File: src/rtl/cpu_pkg.sv
`default_nettype none
// ============================================================================
//  Module      : cpu_pkg
//  Description : Shared CPU-core types and constants: register-file address
//                geometry, the write-back entry carried between the result
//                buffers, regfile and hazard unit, and the write-port source.
//  Revision    : 1.0 - initial release
// ============================================================================
package cpu_pkg;

    localparam int REG_AW   = 5;   // register-file address width
    localparam int NUM_REGS = 32;  // architectural registers (x0 hardwired)
    localparam int XLEN     = 32;  // native data width of a regfile entry

    // One pending register-file write: destination plus data.
    typedef struct packed {
        logic [REG_AW-1:0] wn;
        logic [XLEN-1:0]   d;
    } wb_entry_t;

    // Which path owns the regfile write port in a given cycle.
    typedef enum logic [1:0] {
        WB_NONE = 2'd0,
        WB_ALU  = 2'd1,
        WB_FIFO = 2'd2,
        WB_LD   = 2'd3
    } wb_src_e;

endpackage
`default_nettype wire

File: src/rtl/sync_fifo.sv
`default_nettype none
// ============================================================================
//  Module      : sync_fifo
//  Description : Single-clock FIFO with first-word fall-through read data.
//                Push and pop in the same cycle are allowed at any occupancy,
//                including full (the popped slot is refilled).
//  Ports       : clk, clr (sync, active-high)
//                push / push_data : write side
//                pop  / pop_data  : read side, pop_data valid when !empty
//                full / empty     : occupancy flags
//  Revision    : 1.0 - initial release
// ============================================================================
module sync_fifo #(
    parameter int WIDTH = 8,
    parameter int DEPTH = 2   // power of 2, >= 2
) (
    input  logic             clk,
    input  logic             clr,
    input  logic             push,
    input  logic [WIDTH-1:0] push_data,
    input  logic             pop,
    output logic [WIDTH-1:0] pop_data,
    output logic             full,
    output logic             empty
);

    localparam int                c_addr_w   = $clog2(DEPTH);
    localparam logic [c_addr_w:0] c_full_cnt = (c_addr_w + 1)'(DEPTH);
    localparam logic [c_addr_w:0] c_cnt_one  = (c_addr_w + 1)'(1);
    localparam logic [c_addr_w-1:0] c_ptr_one = c_addr_w'(1);

    logic [WIDTH-1:0]    r_mem [DEPTH];
    logic [c_addr_w-1:0] r_wr_ptr;
    logic [c_addr_w-1:0] r_rd_ptr;
    logic [c_addr_w:0]   r_count;
    logic                w_do_push;
    logic                w_do_pop;

    assign full     = (r_count == c_full_cnt);
    assign empty    = (r_count == '0);
    assign pop_data = r_mem[r_rd_ptr];

    // A push into a full FIFO is only legal when the head leaves the same cycle.
    assign w_do_pop  = pop && !empty;
    assign w_do_push = push && (!full || w_do_pop);

    always_ff @(posedge clk) begin
        if (w_do_push) begin
            r_mem[r_wr_ptr] <= push_data;
        end
    end

    always_ff @(posedge clk) begin
        if (clr) begin
            r_wr_ptr <= '0;
            r_rd_ptr <= '0;
            r_count  <= '0;
        end else begin
            if (w_do_push) begin
                r_wr_ptr <= r_wr_ptr + c_ptr_one;
            end
            if (w_do_pop) begin
                r_rd_ptr <= r_rd_ptr + c_ptr_one;
            end
            if (w_do_push && !w_do_pop) begin
                r_count <= r_count + c_cnt_one;
            end else if (!w_do_push && w_do_pop) begin
                r_count <= r_count - c_cnt_one;
            end
        end
    end

endmodule
`default_nettype wire

File: src/rtl/regfile_writer.sv
`default_nettype none
// ============================================================================
//  Module      : regfile_writer
//  Description : Write-side front end of the register file. Merges ALU results
//                (never back-pressured) and long-latency results (buffered in
//                a FIFO when the port is busy) onto the single registered
//                write port, and tracks reserved-but-unwritten destinations
//                to flag read-after-write hazards to the issue stage.
//  Ports       : clk, clr (sync, active-high)
//                alu_we/alu_wn/alu_d         : ALU result
//                ld_valid/ld_ready/ld_wn/ld_d: long-latency result handshake
//                rsv_valid/rsv_wn            : destination reservation
//                rna/rnb -> hza/hzb          : read-address hazard query
//                we/wn/d                     : regfile write port (registered)
//  Revision    : 1.0 - initial release
// ============================================================================
module regfile_writer
    import cpu_pkg::*;
#(
    parameter int WIDTH = 32,
    parameter int DEPTH = 2
) (
    input  logic              clk,
    input  logic              clr,
    input  logic              alu_we,
    input  logic [REG_AW-1:0] alu_wn,
    input  logic [WIDTH-1:0]  alu_d,
    input  logic              ld_valid,
    output logic              ld_ready,
    input  logic [REG_AW-1:0] ld_wn,
    input  logic [WIDTH-1:0]  ld_d,
    input  logic              rsv_valid,
    input  logic [REG_AW-1:0] rsv_wn,
    input  logic [REG_AW-1:0] rna,
    input  logic [REG_AW-1:0] rnb,
    output logic              hza,
    output logic              hzb,
    output logic [REG_AW-1:0] wn,
    output logic [WIDTH-1:0]  d,
    output logic              we
);

    localparam logic [REG_AW-1:0] c_reg0 = '0;

    logic                    w_fifo_full;
    logic                    w_fifo_empty;
    logic                    w_push;
    logic                    w_pop;
    logic                    w_ld_fire;
    logic [REG_AW+WIDTH-1:0] w_head;
    wb_src_e                 w_src;
    logic [REG_AW-1:0]       w_sel_wn;
    logic [WIDTH-1:0]        w_sel_d;
    logic [NUM_REGS-1:0]     w_set_mask;
    logic [NUM_REGS-1:0]     w_clr_mask;

    logic                    r_we;
    logic                    r_long;     // output stage holds a long-latency write
    logic [REG_AW-1:0]       r_wn;
    logic [WIDTH-1:0]        r_d;
    logic [NUM_REGS-1:0]     r_pending;

    sync_fifo #(
        .WIDTH (REG_AW + WIDTH),
        .DEPTH (DEPTH)
    ) u_ld_fifo (
        .clk       (clk),
        .clr       (clr),
        .push      (w_push),
        .push_data ({ld_wn, ld_d}),
        .pop       (w_pop),
        .pop_data  (w_head),
        .full      (w_fifo_full),
        .empty     (w_fifo_empty)
    );

    // Readiness ignores a same-cycle pop so the handshake never depends on
    // the ALU valid; this keeps ld_ready free of long combinational paths.
    assign ld_ready  = !w_fifo_full && !clr;
    assign w_ld_fire = ld_valid && ld_ready;

    // Write-port arbitration: ALU, then FIFO head, then direct bypass.
    always_comb begin
        w_src    = WB_NONE;
        w_push   = 1'b0;
        w_pop    = 1'b0;
        w_sel_wn = '0;
        w_sel_d  = '0;
        if (alu_we) begin
            w_src    = WB_ALU;
            w_sel_wn = alu_wn;
            w_sel_d  = alu_d;
            w_push   = w_ld_fire;
        end else if (!w_fifo_empty) begin
            w_src    = WB_FIFO;
            w_sel_wn = w_head[WIDTH +: REG_AW];
            w_sel_d  = w_head[WIDTH-1:0];
            w_pop    = 1'b1;
            w_push   = w_ld_fire;
        end else if (w_ld_fire) begin
            w_src    = WB_LD;
            w_sel_wn = ld_wn;
            w_sel_d  = ld_d;
        end
    end

    // Writes to x0 are consumed but never reach the regfile.
    always_ff @(posedge clk) begin
        if (clr) begin
            r_we   <= 1'b0;
            r_long <= 1'b0;
            r_wn   <= '0;
            r_d    <= '0;
        end else begin
            r_we   <= (w_src != WB_NONE) && (w_sel_wn != c_reg0);
            r_long <= (w_src == WB_FIFO) || (w_src == WB_LD);
            r_wn   <= w_sel_wn;
            r_d    <= w_sel_d;
        end
    end

    always_comb begin
        w_set_mask = '0;
        w_clr_mask = '0;
        if (rsv_valid && (rsv_wn != c_reg0)) begin
            w_set_mask[rsv_wn] = 1'b1;
        end
        if (r_we && r_long) begin
            w_clr_mask[r_wn] = 1'b1;
        end
    end

    // A new reservation beats the retirement of an older write to the same reg.
    always_ff @(posedge clk) begin
        if (clr) begin
            r_pending <= '0;
        end else begin
            r_pending <= (r_pending & ~w_clr_mask) | w_set_mask;
        end
    end

    // The write in the output stage is not yet readable (no write-through),
    // which also covers the cycle before its pending bit clears.
    assign hza = (rna != c_reg0) && (r_pending[rna] || (r_we && (r_wn == rna)));
    assign hzb = (rnb != c_reg0) && (r_pending[rnb] || (r_we && (r_wn == rnb)));

    assign we = r_we;
    assign wn = r_wn;
    assign d  = r_d;

endmodule
`default_nettype wire
File: config.mk
export PLATFORM = sky130hd
export DESIGN_NAME = regfile_writer
export DESIGN_NICKNAME = d
export VERILOG_FILES = /design/src/rtl/cpu_pkg.sv /design/src/rtl/sync_fifo.sv /design/src/rtl/regfile_writer.sv
export SDC_FILE = /design/constraint.sdc
export NUM_CORES = 1
export LEC_CHECK = 0
export CAP_MARGIN = 15
export CORE_MARGIN = 2
export CORE_UTILIZATION = 55
export DETAILED_ROUTE_END_ITERATION = 16
export GPL_ROUTABILITY_DRIVEN = 1
export PLACE_DENSITY = 0.85
export SLEW_MARGIN = 40
export SYNTH_ARGS = -nofsm -noshare
export SYNTH_HDL_FRONTEND = slang
export SYNTH_SLANG_ARGS = --single-unit
File: constraint.sdc
create_clock -name clk -period 4.96 [get_ports clk]
set_input_delay 0.992 -clock clk [delete_from_list [all_inputs] [get_ports clk]]
set_output_delay 0.992 -clock clk [all_outputs]
set_load 0.02 [all_outputs]
Word level (Yosys, flattened, before mapping)

Memory sizes are Yosys's and may differ from the RTL's. A register that Yosys moved wholly into a read port is not among the register bits.
Cells that the tools add are included.

Flip-flop bits (word level): 75
Bits of input ports: 94
ROM bits: 0
Memories: 1
Latch bits: 0
Logic and storage cells: 87
Output and inout port bits: 41
RAM bits: 74

Memory list:

| name            | depth | width | rd ports | clocked after memory_dff | wr ports | line            | text |
|---|---|---|---|---|---|---|---|
| u_ld_fifo.r_mem | 2     | 37    | 1        | 1                        | 1        | sync_fifo.sv:32 | `logic [WIDTH-1:0] r_mem [DEPTH];` |

Shifts and indexed selects: 0
Bitwise logic cells: 3
Multiply operators: 0
Reductions and logical operators: 31
Equality and inequality tests: 5
Div/mod/pow operators: 0
$add $sub $neg: 4
$lt $le $gt $ge: 6
Muxes and demuxes: 29

Operators by type and width:

| cell                  | count |
|---|---|
| $mux W32              | 5 |
| $and A32 B32 Y32      | 1 |
| $not A32 Y32          | 1 |
| $or A32 B32 Y32       | 1 |
| $lt A5 B6 Y1 const B  | 4 |
| $reduce_bool A5 Y1    | 4 |
| $logic_and A1 B1 Y1   | 15 |
| $mux W5               | 3 |
| $mux W1               | 12 |
| $bmux W1 S5           | 2 |
| $demux W1 S5          | 2 |
| $eq A5 B5 Y1          | 2 |
| $ge A5 B1 Y1 const B  | 2 |
| $mux W2               | 5 |
| $eq A2 B2 Y1 const B  | 3 |
| $logic_not A1 Y1      | 5 |
| $logic_or A1 B1 Y1    | 4 |
| $reduce_bool A2 Y1    | 2 |
| $add A1 B1 Y1 const B | 2 |
| $add A2 B1 Y2 const B | 1 |
| $logic_not A2 Y1      | 1 |
| $sub A2 B1 Y2 const B | 1 |

Depth between registers and ports, before layout

Gate-level depths: netlist of run 1.

Word-level depth: 11
Depth in mapped cells: 10
Mapped depth without buffers: 8

By module

From an unflattened synthesis of run 1, not the netlist that was laid out.

Cells, all modules: 520
Area total of the unflattened synthesis: 6421.2 um^2

Modules (own cells, without submodules):

| module         | sequential area each (um^2) | instances | area an instance (um^2) | cells each |
|---|---|---|---|---|
| regfile_writer | 1421.4                      | 1         | 3522.1                  | 380 |
| sync_fifo      | 2322.2                      | 1         | 2899.0                  | 140 |

Least setup slack after synthesis of run 1

No wires, ideal clock.

Path type: in2reg
Start point: in clr
End point: mem u_ld_fifo.r_mem[0][0] in the netlist's numbering, enable pin
Library setup time: 431 ps
Slack: 1545 ps
Arrival: 2984 ps
Stages on the path: 3
Path buffers: 1
Required time: 4529 ps
Path through: clkbuf_1 nand3b_1 nor2_1

Word-level cells in the longest chain between the ends: 8

Ends and longest elaborated chain:

| item                              | line                 | text |
|---|---|---|
| start: declaration                | regfile_writer.sv:24 | `input logic clr,` |
| $logic_not A1 Y1 (*)              | regfile_writer.sv:79 | `assign ld_ready = !w_fifo_full && !clr;` |
| $logic_and A1 B1 Y1 (*)           | regfile_writer.sv:79 |  |
| $logic_and A1 B1 Y1 (*)           | regfile_writer.sv:80 | `assign w_ld_fire = ld_valid && ld_ready;` |
| $mux W1                           | regfile_writer.sv:94 | `end else if (!w_fifo_empty) begin` |
| $mux W1 (*)                       | regfile_writer.sv:89 | `if (alu_we) begin` |
| $logic_and A1 B1 Y1 (*)           | sync_fifo.sv:45      | `assign w_do_push = push && (!full \|\| w_do_pop);` |
| $mux W1 (*)                       | sync_fifo.sv:48      | `if (w_do_push) begin` |
| $mux W1 (not written as such) (*) | sync_fifo.sv:49      | `r_mem[r_wr_ptr] <= push_data;` |
| end: declaration                  | sync_fifo.sv:32      |  |

Every way passes the cells marked *; elsewhere a longest branch is shown, timed or not.

Worst setup path in the final report of run 1

Start point: in rnb[0]
End point: out hzb

Word-level cells in the longest chain between the ends: 4
Elaborated cells between the ends (all ways): 7
Those cells by class: 1 x eq/ne; 2 x mux; 4 x reduce/logical

Ends and longest elaborated chain:

| item                                                                 | line                  | text |
|---|---|---|
| start: declaration                                                   | regfile_writer.sv:35  | `input logic [REG_AW-1:0] rnb,` |
| $bmux W1 S5 or $eq A5 B5 Y1 (tied branches)                          | regfile_writer.sv:145 | `assign hzb = (rnb != c_reg0) && (r_pending[rnb] \|\| (r_we && (r_wn == rnb)));` |
| $mux W1 (not written as such) or $logic_and A1 B1 Y1 (tied branches) | regfile_writer.sv:145 |  |
| $logic_or A1 B1 Y1                                                   | regfile_writer.sv:145 |  |
| $logic_and A1 B1 Y1 (*)                                              | regfile_writer.sv:145 |  |
| end: declaration                                                     | regfile_writer.sv:37  | `output logic hzb,` |

Every way passes the cells marked *; elsewhere a longest branch is shown, timed or not. The select of a mux whose other input is x is not followed.

==> flow_summary.yaml, run 1 <==
status:
  outcome: "finished, final reports clean"
floorplan:
  dieArea_um2: 12700
  core_um2: 11500
  die_h_um: 113
  rows: 39
  boundaryPins: 135
  initial_core_util_pct: 56.6
  die_w_um: 113
pwr:
  seqPwrFrac_pct: 43.2
  switching_power_mw: 1.02
  p_per_area_nw_per_um2: 410
  ir_drop_uv: 306
  p_int_mw: 2.49
  swShare_pct: 29.0
  leakage_nw: 2.97
  combPwrFrac_pct: 22.0
  power_frac_clock_pct: 34.9
clock_network:
  clockRootBuffer: "clkbuf_16"
  path_clk_slew_ns: 0.06
  cts_setup_buffers: 0
  clk_latency_ns: 0.42
  post_cts_resized: 0
  ctsHoldBuffers: 0
  clock_sinks: 150
  cts_tree: "built"
  cts_max_path_buffers: 2
  htree_levels: 4
  cts_buffers: 17
final_layout:
  area_delta_synth_final_pct: 31.9
  drive_above_1_share_pct: 15.2
  final_util_pct: 74.6
  final_cell_count_no_fill: 841
  multi_input_area_um2: 2550
  antenna_cells: 0
  fillers: 718
  seqCellArea_um2: 3750
  final_nets: 780
  final_area_um2: 8550
drt:
  wl_per_cell_um: 21.1
  ant_nets: 0
  drc: 0
  dr_total_vias: 5293
  drt-initial-drc-count: 514
  viasPerCell: 6.29
  dr.pass1.iters: 5
  wl_um: 17800
critical_path:
  reg2reg_setup_slack_ns: 2.82
  cp_max_fo: 9
  worstPathCellList: "clkdlybuf4s50_1 > buf_4 > mux4_2 > inv_1 > a221oi_1 > a311oi_1 > a22oi_1 > clkdlybuf4s50_1"
  endpoint_kind: "primary output"
  cp_slowest_stage_delay_ns: 0.74
  cp_slowest_cell: "clkdlybuf4s50_1"
  crit_type: "input pin to primary output"
  cp_data_arrival_time_ns: 3.51
  cp.buffers_inverters: 4
  r2r_end: "we"
  required_ns: 3.97
  critPathTopFamily: "buffers and inverters"
  crit_top_cell: "clkdlybuf4s50_1"
  r2r_cells: 6
  r2r_start: "u_ld_fifo.r_count[0]"
  cp-start-kind: "input pin"
sta:
  max_clock_freq_mhz: 222
  finalSetupTns_ns: 0
  period_share_pct: 90.8
  setup_viol: 0
  slew_headroom_pct: 57.0
  hold_viol_final: 0
  fin_crit_ns: 4.50
  worst_slew_pin_slew_ns: 0.645
  slew_violations: 0
  rsz0062_at_grt: "no"
  worst_clock_skew_ns: 0.0143
min_path:
  min_path_type: "flip-flop to flip-flop"
  hp-start: "r_pending[18]"
  hold_end: "r_pending[18]"
  min_path_cells: 2
place:
  placed_cells: 809
  gp_congestion: 0.961
  hpwl_um: 11600
  dpl_cell_area_um2: 7990
  io_buffers: 134
grt:
  grt_pass1_wl_um: 28400
  grt_antenna_before_repair: 0
  grt_pass1_vias: 5488
  overflow: 0
  grt_usage_pct: 28.7
  grt_max_degree: 52
synth:
  async_flop_share_pct: 0
  synthTopCellsByCount: "76 x dfxtp_1, 74 x edfxtp_1, 49 x nor2_1"
  yosysSeqAreaShare_pct: 57.7
  post-synth-top-count-cell: "dfxtp_1"
  syn_area_per_cell_um2: 11.5
  syn_nets: 657
  synth_area_leaders: "edfxtp_1 34%, dfxtp_1 23%, mux2_2 7.1%"
  yosys.area.top_type_share_pct: 34.3
  synth_cell_types: 42
  synth_seq_cells: 150
  synth-edff-count: 74
  ys_warn_count: 0
  synth_area_leader_cell: "edfxtp_1"
  synthCells: 562
  synth_top_flop_cell: "dfxtp_1"
  synth.cell_area_um2: 6490
run:
  maxCapViolCount: 0
[layer usage]
metal  wire length, um  GRT usage (%)  vias up  share of wire, %
li1                  -              -     2359                 -
met1              6670           33.7     2572                38
met2              9040           48.8      303                51
met3              1510           7.72       59               8.5
met4               559           13.7        0               3.1
met5                 0              0        -                 0
[worst min-delay path: stages (launching register included)]
cell     delay [ns]
dfxtp_1        0.32
o21ai_0        0.07
a21oi_1        0.06
[registers in the layout (all words and copies together), names as in the netlist, named ones only]
| name | count |
|---|---|
| we | 1 |
| d | 32 |
| r_long | 1 |
| r_pending | 32 |
| u_ld_fifo.r_rd_ptr | 1 |
| u_ld_fifo.r_count | 2 |
| u_ld_fifo.r_wr_ptr | 1 |
| u_ld_fifo.r_mem | 74 |
| wn | 5 |
[worst max path at each step]
| stage | start | endpoint | slack [ns] | cells past startpoint |
|---|---|---|---|---|
| detailed placement | rnb[0] | hzb | 0.44 | 8 |
| finish | rnb[0] | hzb | 0.46 | 8 |
| global route | rnb[0] | hzb | 0.31 | 8 |
| floorplan | clr | u_ld_fifo.r_mem[0][0] | 1.54 | 3 |
| global placement | rnb[0] | hzb | 0.50 | 8 |
| CTS | rnb[0] | hzb | 0.44 | 8 |
[power groups by stage]
stage	combinational (mW)	clock [mW]	sequential (mW)
4_1_cts	0.768	1.23	1.51
2_1_floorplan	0.452	0	1.52
3_5_place_dp	0.751	0	1.54
3_3_place_gp	0.715	0	1.53
6_report	0.771	1.22	1.51
5_1_grt	0.822	1.28	1.53
[layout by cell type, fill, tap and decap left out, types with 4 or more instances in the layout]
cell / synthesis / final
o21ai_0: 36 / 36
a21oi_1: 39 / 39
xnor2_1: 8 / 8
clkbuf_16: 0 / 17
mux4_2: 14 / 14
nand2_1: 42 / 42
a221oi_1: 38 / 38
buf_4: 1 / 6
clkinvlp_4: 0 / 4
xor2_1: 6 / 6
mux2_2: 41 / 41
nor2b_1: 6 / 6
nor3b_1: 6 / 5
edfxtp_1: 74 / 74
dfxtp_1: 76 / 75
and3_1: 9 / 9
clkdlybuf4s50_1: 0 / 133
inv_1: 12 / 12
nor3_1: 28 / 28
nor2_1: 49 / 47
nand3b_1: 4 / 4
[stage by stage]
stage	hold WS (ns)	power (mW)	setup slack (ns)
floorplan	0.460	1.97	1.54
global placement	0.484	2.25	0.497
detailed placement	0.493	2.29	0.444
CTS	0.501	3.51	0.438
global route	0.521	3.63	0.315
finish	0.501	3.51	0.457
[area by class of cell]
type	instances	share of cell area, %
sequential	150	43.8
multi-input combinational	360	29.8
timing repair buffer	144	17.1
clock buffer	19	5.18
tap	143	2.09
clock inverter	13	1.45
inverter	12	0.527
[cell families (layout without fill, tap and decap cells)]
| kind of cell | after synthesis | count (layout) | share of synthesized area (%) |
|---|---|---|---|
| mux | 58 | 58 | 12.4 |
| fa+ha+maj | 1 | 1 | 0.193 |
| compound gates | 122 | 122 | 12.0 |
| flops | 150 | 150 | 57.7 |
| simple gates | 165 | 165 | 12.5 |
| buf+inv | 52 | 188 | 3.28 |
| xor+xnor | 14 | 14 | 1.89 |
Power figures use the tool's default switching activity.
==> run 2: changes to the inputs <==
--- a/config.mk
+++ b/config.mk
@@ -7,11 +7,12 @@
 export LEC_CHECK = 0
 export CAP_MARGIN = 15
 export CORE_MARGIN = 2
-export CORE_UTILIZATION = 55
+export CORE_UTILIZATION = 47
 export DETAILED_ROUTE_END_ITERATION = 16
 export GPL_ROUTABILITY_DRIVEN = 1
-export PLACE_DENSITY = 0.85
+export PLACE_DENSITY = 0.74
 export SLEW_MARGIN = 40
 export SYNTH_ARGS = -nofsm -noshare
 export SYNTH_HDL_FRONTEND = slang
+export SYNTH_HIERARCHICAL = 1
 export SYNTH_SLANG_ARGS = --single-unit
==> run 2 against run 1 <==
  * Clock power up 11%
  * Clock skew down 0.0045 ns
  * Register-to-register slack worse by 0.19 ns
  * Largest power group unchanged
==> flow_summary.yaml, run 2 <==
final_layout:
  largest_register: "u_ld_fifo/r_mem"
  layout_common_cells: "132 x clkdlybuf4s50_1, 75 x dfxtp_1, 74 x edfxtp_1, 52 x nor2_1, 41 x mux2_2"
  drive_above_1_share_pct: 16.2
  antenna_cells: 0
  final_nets: 742
  seqCellArea_um2: 3750
  fillers: 974
  largest_reg_flops: 74
  final_cell_count_no_fill: 836
  multi_input_area_um2: 2500
  final_common_cell: "clkdlybuf4s50_1"
  final_area_um2: 8540
  area_delta_synth_final_pct: 33.0
floorplan:
  initial_core_util_pct: 48.3
  rows: 42
  core_um2: 13300
  boundaryPins: 135
  die_h_um: 121
  die_w_um: 121
  dieArea_um2: 14600
critical_path:
  r2r_end: "u_ld_fifo/r_mem[0][10]"
  endpoint_kind: "primary output"
  cp_data_arrival_time_ns: 3.65
  cp_slowest_cell: "clkdlybuf4s50_1"
  cp_max_fo: 11
  r2r_cells: 7
  r2r_start: "u_ld_fifo/r_count[0]"
  crit_type: "input pin to primary output"
  required_ns: 3.97
  cp-start-kind: "input pin"
  reg2reg_setup_slack_ns: 2.63
  worstPathCellList: "clkdlybuf4s50_1 > mux4_1 > mux2_4 > a2111oi_4 > a221oi_2 > clkdlybuf4s50_1"
  crit_top_cell: "clkdlybuf4s50_1"
  cp_slowest_stage_delay_ns: 0.78
grt:
  grt_antenna_before_repair: 0
  grt_pass1_vias: 5033
  grt_max_degree: 52
  grt_pass1_wl_um: 25100
  overflow: 0
  grt_usage_pct: 22.1
synth:
  synth_seq_cells: 150
  post-synth-top-count-cell: "dfxtp_1"
  synth.cell_area_um2: 6420
  syn_nets: 615
  yosysSeqAreaShare_pct: 58.3
  synth-edff-count: 74
  ys_warn_count: 6
  yosys.area.top_type_share_pct: 34.6
  syn_area_per_cell_um2: 12.3
  synth_area_leader_cell: "edfxtp_1"
  synthCells: 520
  synth_top_flop_cell: "dfxtp_1"
  synth_cell_types: 55
  async_flop_share_pct: 0
  synth_area_leaders: "edfxtp_1 35%, dfxtp_1 24%, mux2_2 7.2%"
  synthTopCellsByCount: "76 x dfxtp_1, 74 x edfxtp_1, 53 x nor2_1"
drt:
  ant_nets: 0
  dr_total_vias: 5019
  wl_um: 16200
  viasPerCell: 6.00
  dr.pass1.iters: 9
  drt-initial-drc-count: 517
  drc: 0
  wl_per_cell_um: 19.4
pwr:
  leakage_nw: 2.93
  p_per_area_nw_per_um2: 379
  ir_drop_uv: 232
sta:
  slew_violations: 0
  period_share_pct: 93.7
  worst_clock_skew_ns: 0.00977
  finalSetupTns_ns: 0
  whs_ns: 0.482
  rsz0062_at_grt: "no"
  slew_headroom_pct: 59.8
  worst_slew_pin_slew_ns: 0.601
  hold_viol_final: 0
  setup_viol: 0
  max_clock_freq_mhz: 215
  fin_crit_ns: 4.65
min_path:
  hp-start: "r_pending[0]"
  min_path_cells: 1
  hold_end: "r_pending[0]"
  min_path_type: "flip-flop to flip-flop"
clock_network:
  clock_sinks: 150
  ctsHoldBuffers: 0
  cts_max_path_buffers: 2
  path_clk_slew_ns: 0.06
  clockRootBuffer: "clkbuf_16"
  post_cts_resized: 0
  cts_setup_buffers: 0
  cts_buffers: 17
  clk_latency_ns: 0.42
  htree_levels: 4
  cts_tree: "built"
place:
  dpl_cell_area_um2: 7910
  io_buffers: 134
  gp_congestion: 0.939
  hpwl_um: 10900
  placed_cells: 804
run:
  maxCapViolCount: 0
status:
  outcome: "finished, final reports clean"
## run 2: layout make-up
type                    count  share of cell area, %
flip-flops and latches    150                   43.9
repair buffers            144                   16.7
clock buffers              18                   5.03
well taps                 176                   2.58
clock inverters            14                   2.36
multi-input cells         332                   29.3
inverters                   2                 0.0879
## run 2: cells by family (layout without fill, tap and decap cells)
| group | count (synthesis) | in the layout | synth area share, % |
|---|---|---|---|
| DFF | 150 | 150 | 58.3 |
| and+or+nand+nor | 139 | 139 | 10.7 |
| AOI/OAI and AO/OA | 119 | 119 | 13.3 |
| muxes | 61 | 61 | 12.9 |
| buffers and inverters | 38 | 178 | 2.98 |
| xor gates and xnor gates | 12 | 12 | 1.64 |
| adders and majority gates | 1 | 1 | 0.195 |
## run 2: through the flow
step	worst slack [ns]	total power, mW	util [%]
finish	0.313	3.24	64.2
global route	0.220	3.34	64.2
CTS	0.317	3.25	64.2
detailed placement	0.322	1.90	59.5
global placement	0.358	1.88	59.1
floorplan	0.880	1.68	-
## run 2: worst max-delay path, delay by kind of cell
| family | cells | cell delay [ns] |
|---|---|---|
| AOI/OAI and AO/OA | 2 | 0.41 |
| buffers and inverters | 2 | 1.34 |
| muxes | 2 | 0.92 |
## run 2: worst max path at each step
stage,startpoint,end,slack [ns],depth (start not counted)
4_1_cts,rnb[0],hzb,0.32,6
2_1_floorplan,clr,u_ld_fifo/r_mem[0][0],0.88,5
3_3_place_gp,rnb[0],hzb,0.36,6
5_1_grt,rnb[0],hzb,0.22,6
6_report,rnb[0],hzb,0.31,6
3_5_place_dp,rnb[0],hzb,0.32,6
## run 2: layer usage
layer,wire length [um],track usage [%]
met5,0,0
met2,7960,36.8
met4,271,8.43
met1,6450,26.9
met3,1510,7.05
## run 2: power breakdown
| group | leakage (nW) | switching (mW) | internal (mW) | total [mW] |
|---|---|---|---|---|
| clock network | 0.289 | 0.512 | 0.846 | 1.36 |
| logic | 1.34 | 0.229 | 0.232 | 0.460 |
| registers | 1.29 | 0.0472 | 1.37 | 1.42 |
==> run 3: changes to the inputs <==
--- a/config.mk
+++ b/config.mk
@@ -9,7 +9,7 @@
 export CORE_MARGIN = 2
 export CORE_UTILIZATION = 47
 export DETAILED_ROUTE_END_ITERATION = 16
-export GPL_ROUTABILITY_DRIVEN = 1
+export GPL_ROUTABILITY_DRIVEN = 0
 export PLACE_DENSITY = 0.74
 export SLEW_MARGIN = 40
 export SYNTH_ARGS = -nofsm -noshare
==> run 3 against run 2 <==
  * Die area stayed put
  * Non-clock buffer count is 1 lower
  * Clock power hardly changed
  * Via count is 0.34% lower
  * Total power is 0.29% lower
  * Clock skew is 0.0032 ns higher
  * Final cell count is 0.12% lower
  * Setup slack worse by 0.019 ns
  * Flip-flop and latch count stayed put
==> flow_summary.yaml, run 3 (synthesized netlist as in run 2, its figures left out) <==
grt:
  gr-usage-met2_pct: 37.0
  grt_max_degree: 52
  grt_usage_pct: 22.8
  grt_pass1_wl_um: 25700
  overflow: 0
  grt_antenna_before_repair: 0
  top_usage_layer: "met2"
  grt.met3_usage_pct: 7.24
  grt_pass1_vias: 5110
  use_met1_pct: 28.3
critical_path:
  critPathTopFamily: "buffers and inverters"
  worstPathCellList: "clkdlybuf4s50_1 > mux4_1 > mux2_4 > a2111oi_4 > a221oi_2 > clkdlybuf4s50_1"
  r2r_end: "we"
  cp_slowest_stage_delay_ns: 0.79
  crit_type: "input pin to primary output"
  cp_max_fo: 11
  cp_data_arrival_time_ns: 3.67
  cp.buffers_inverters: 2
  r2r_start: "u_ld_fifo/r_count[0]"
  r2r_cells: 6
  cp-start-kind: "input pin"
  required_ns: 3.97
  cp_slowest_cell: "clkdlybuf4s50_1"
  reg2reg_setup_slack_ns: 2.63
  crit_top_cell: "clkdlybuf4s50_1"
  endpoint_kind: "primary output"
final_layout:
  fillers: 1022
  largest_register: "u_ld_fifo/r_mem"
  final_nets: 741
  multi_input_area_um2: 2500
  seqCellArea_um2: 3750
  final_common_cell: "clkdlybuf4s50_1"
  layout_common_cells: "132 x clkdlybuf4s50_1, 75 x dfxtp_1, 74 x edfxtp_1, 52 x nor2_1, 41 x mux2_2"
  final_area_um2: 8530
  final_cell_count_no_fill: 835
  antenna_cells: 0
  largest_reg_flops: 74
  drive_above_1_share_pct: 15.9
  area_delta_synth_final_pct: 32.8
sta:
  worst_slew_pin_slew_ns: 0.613
  rsz0062_at_grt: "no"
  slew_headroom_pct: 59.0
  finalSetupTns_ns: 0
  setup_viol: 0
  worst_clock_skew_ns: 0.0130
  finalWorstSetupSlack_ns: 0.294
  hold_viol_final: 0
  max_clock_freq_mhz: 214
  fin_crit_ns: 4.67
  period_share_pct: 94.1
  slew_violations: 0
clock_network:
  clockRootBuffer: "clkbuf_16"
  path_clk_slew_ns: 0.06
  cts_setup_buffers: 0
  ctsHoldBuffers: 0
  post_cts_resized: 0
  htree_levels: 4
  cts_max_path_buffers: 2
  clock_sinks: 150
  cts_buffers: 17
  cts_tree: "built"
  clk_latency_ns: 0.42
place:
  dpl_cell_area_um2: 7870
  io_buffers: 134
  placed_cells: 802
  dpl_worst_slack_ns: 0.311
  hpwl_um: 10800
floorplan:
  die_h_um: 121
  initial_core_util_pct: 48.3
  dieArea_um2: 14600
  core_um2: 13300
  boundaryPins: 135
  rows: 42
  die_w_um: 121
drt:
  wl_um: 16200
  wl_per_cell_um: 19.5
  viasPerCell: 5.99
  dr_total_vias: 5002
  ant_nets: 0
  drc: 0
  dr.pass1.iters: 8
  drt-initial-drc-count: 482
min_path:
  min_path_cells: 1
  min_path_type: "flip-flop to flip-flop"
  hp-start: "r_pending[0]"
  hold_end: "r_pending[0]"
pwr:
  ir_drop_uv: 205
  leakage_nw: 2.93
  p_per_area_nw_per_um2: 379
run:
  maxCapViolCount: 0
status:
  outcome: "finished, final reports clean"
==> run 3: cell count changes in the layout (fill, tap and decap cells not counted), sizes merged <==
| cell | delta |
|---|---|
| clkinvlp | -3 |
| clkbuf | -1 |
| inv | +1 |
| clkinv | +3 |
| buf | -1 |
==> run 3: power by group <==
group	leakage [nW]	internal, mW	switching, mW	total [mW]
Sequential	1.29	1.37	0.0471	1.42
Combinational	1.34	0.231	0.229	0.460
Clock	0.299	0.844	0.505	1.35
==> run 3: worst max-delay path by stage <==
stage | from | to | slack (ns) | cells after the start
after floorplan | clr | u_ld_fifo/r_mem[0][0] | 0.88 | 5
after global placement | rnb[0] | hzb | 0.36 | 6
after detailed placement | rnb[0] | hzb | 0.31 | 6
after CTS | rnb[0] | hzb | 0.31 | 6
after global routing | rnb[0] | hzb | 0.21 | 6
final | rnb[0] | hzb | 0.29 | 6
==> run 3: area by class of cell <==
type	count	share of cell area, %
well taps	176	2.58
clock buffers	17	4.99
flip-flops and latches	150	43.9
clock inverters	15	2.35
inverters	2	0.0880
repair buffers	143	16.7
multi-input cells	332	29.4
==> run 3: stage by stage <==
stage | utilization (%) | hold slack, ns | power (mW)
after floorplan | - | 0.451 | 1.68
after global placement | 59.1 | 0.476 | 1.88
after detailed placement | 59.2 | 0.485 | 1.89
after CTS | 63.9 | 0.493 | 3.24
after global routing | 64.1 | 0.507 | 3.34
final | 64.1 | 0.493 | 3.23
==> run 3: layer usage <==
layer	up-vias	wire length, um
li1	2260	-
met2	269	7940
met5	-	0
met4	0	306
met3	27	1520
met1	2446	6480
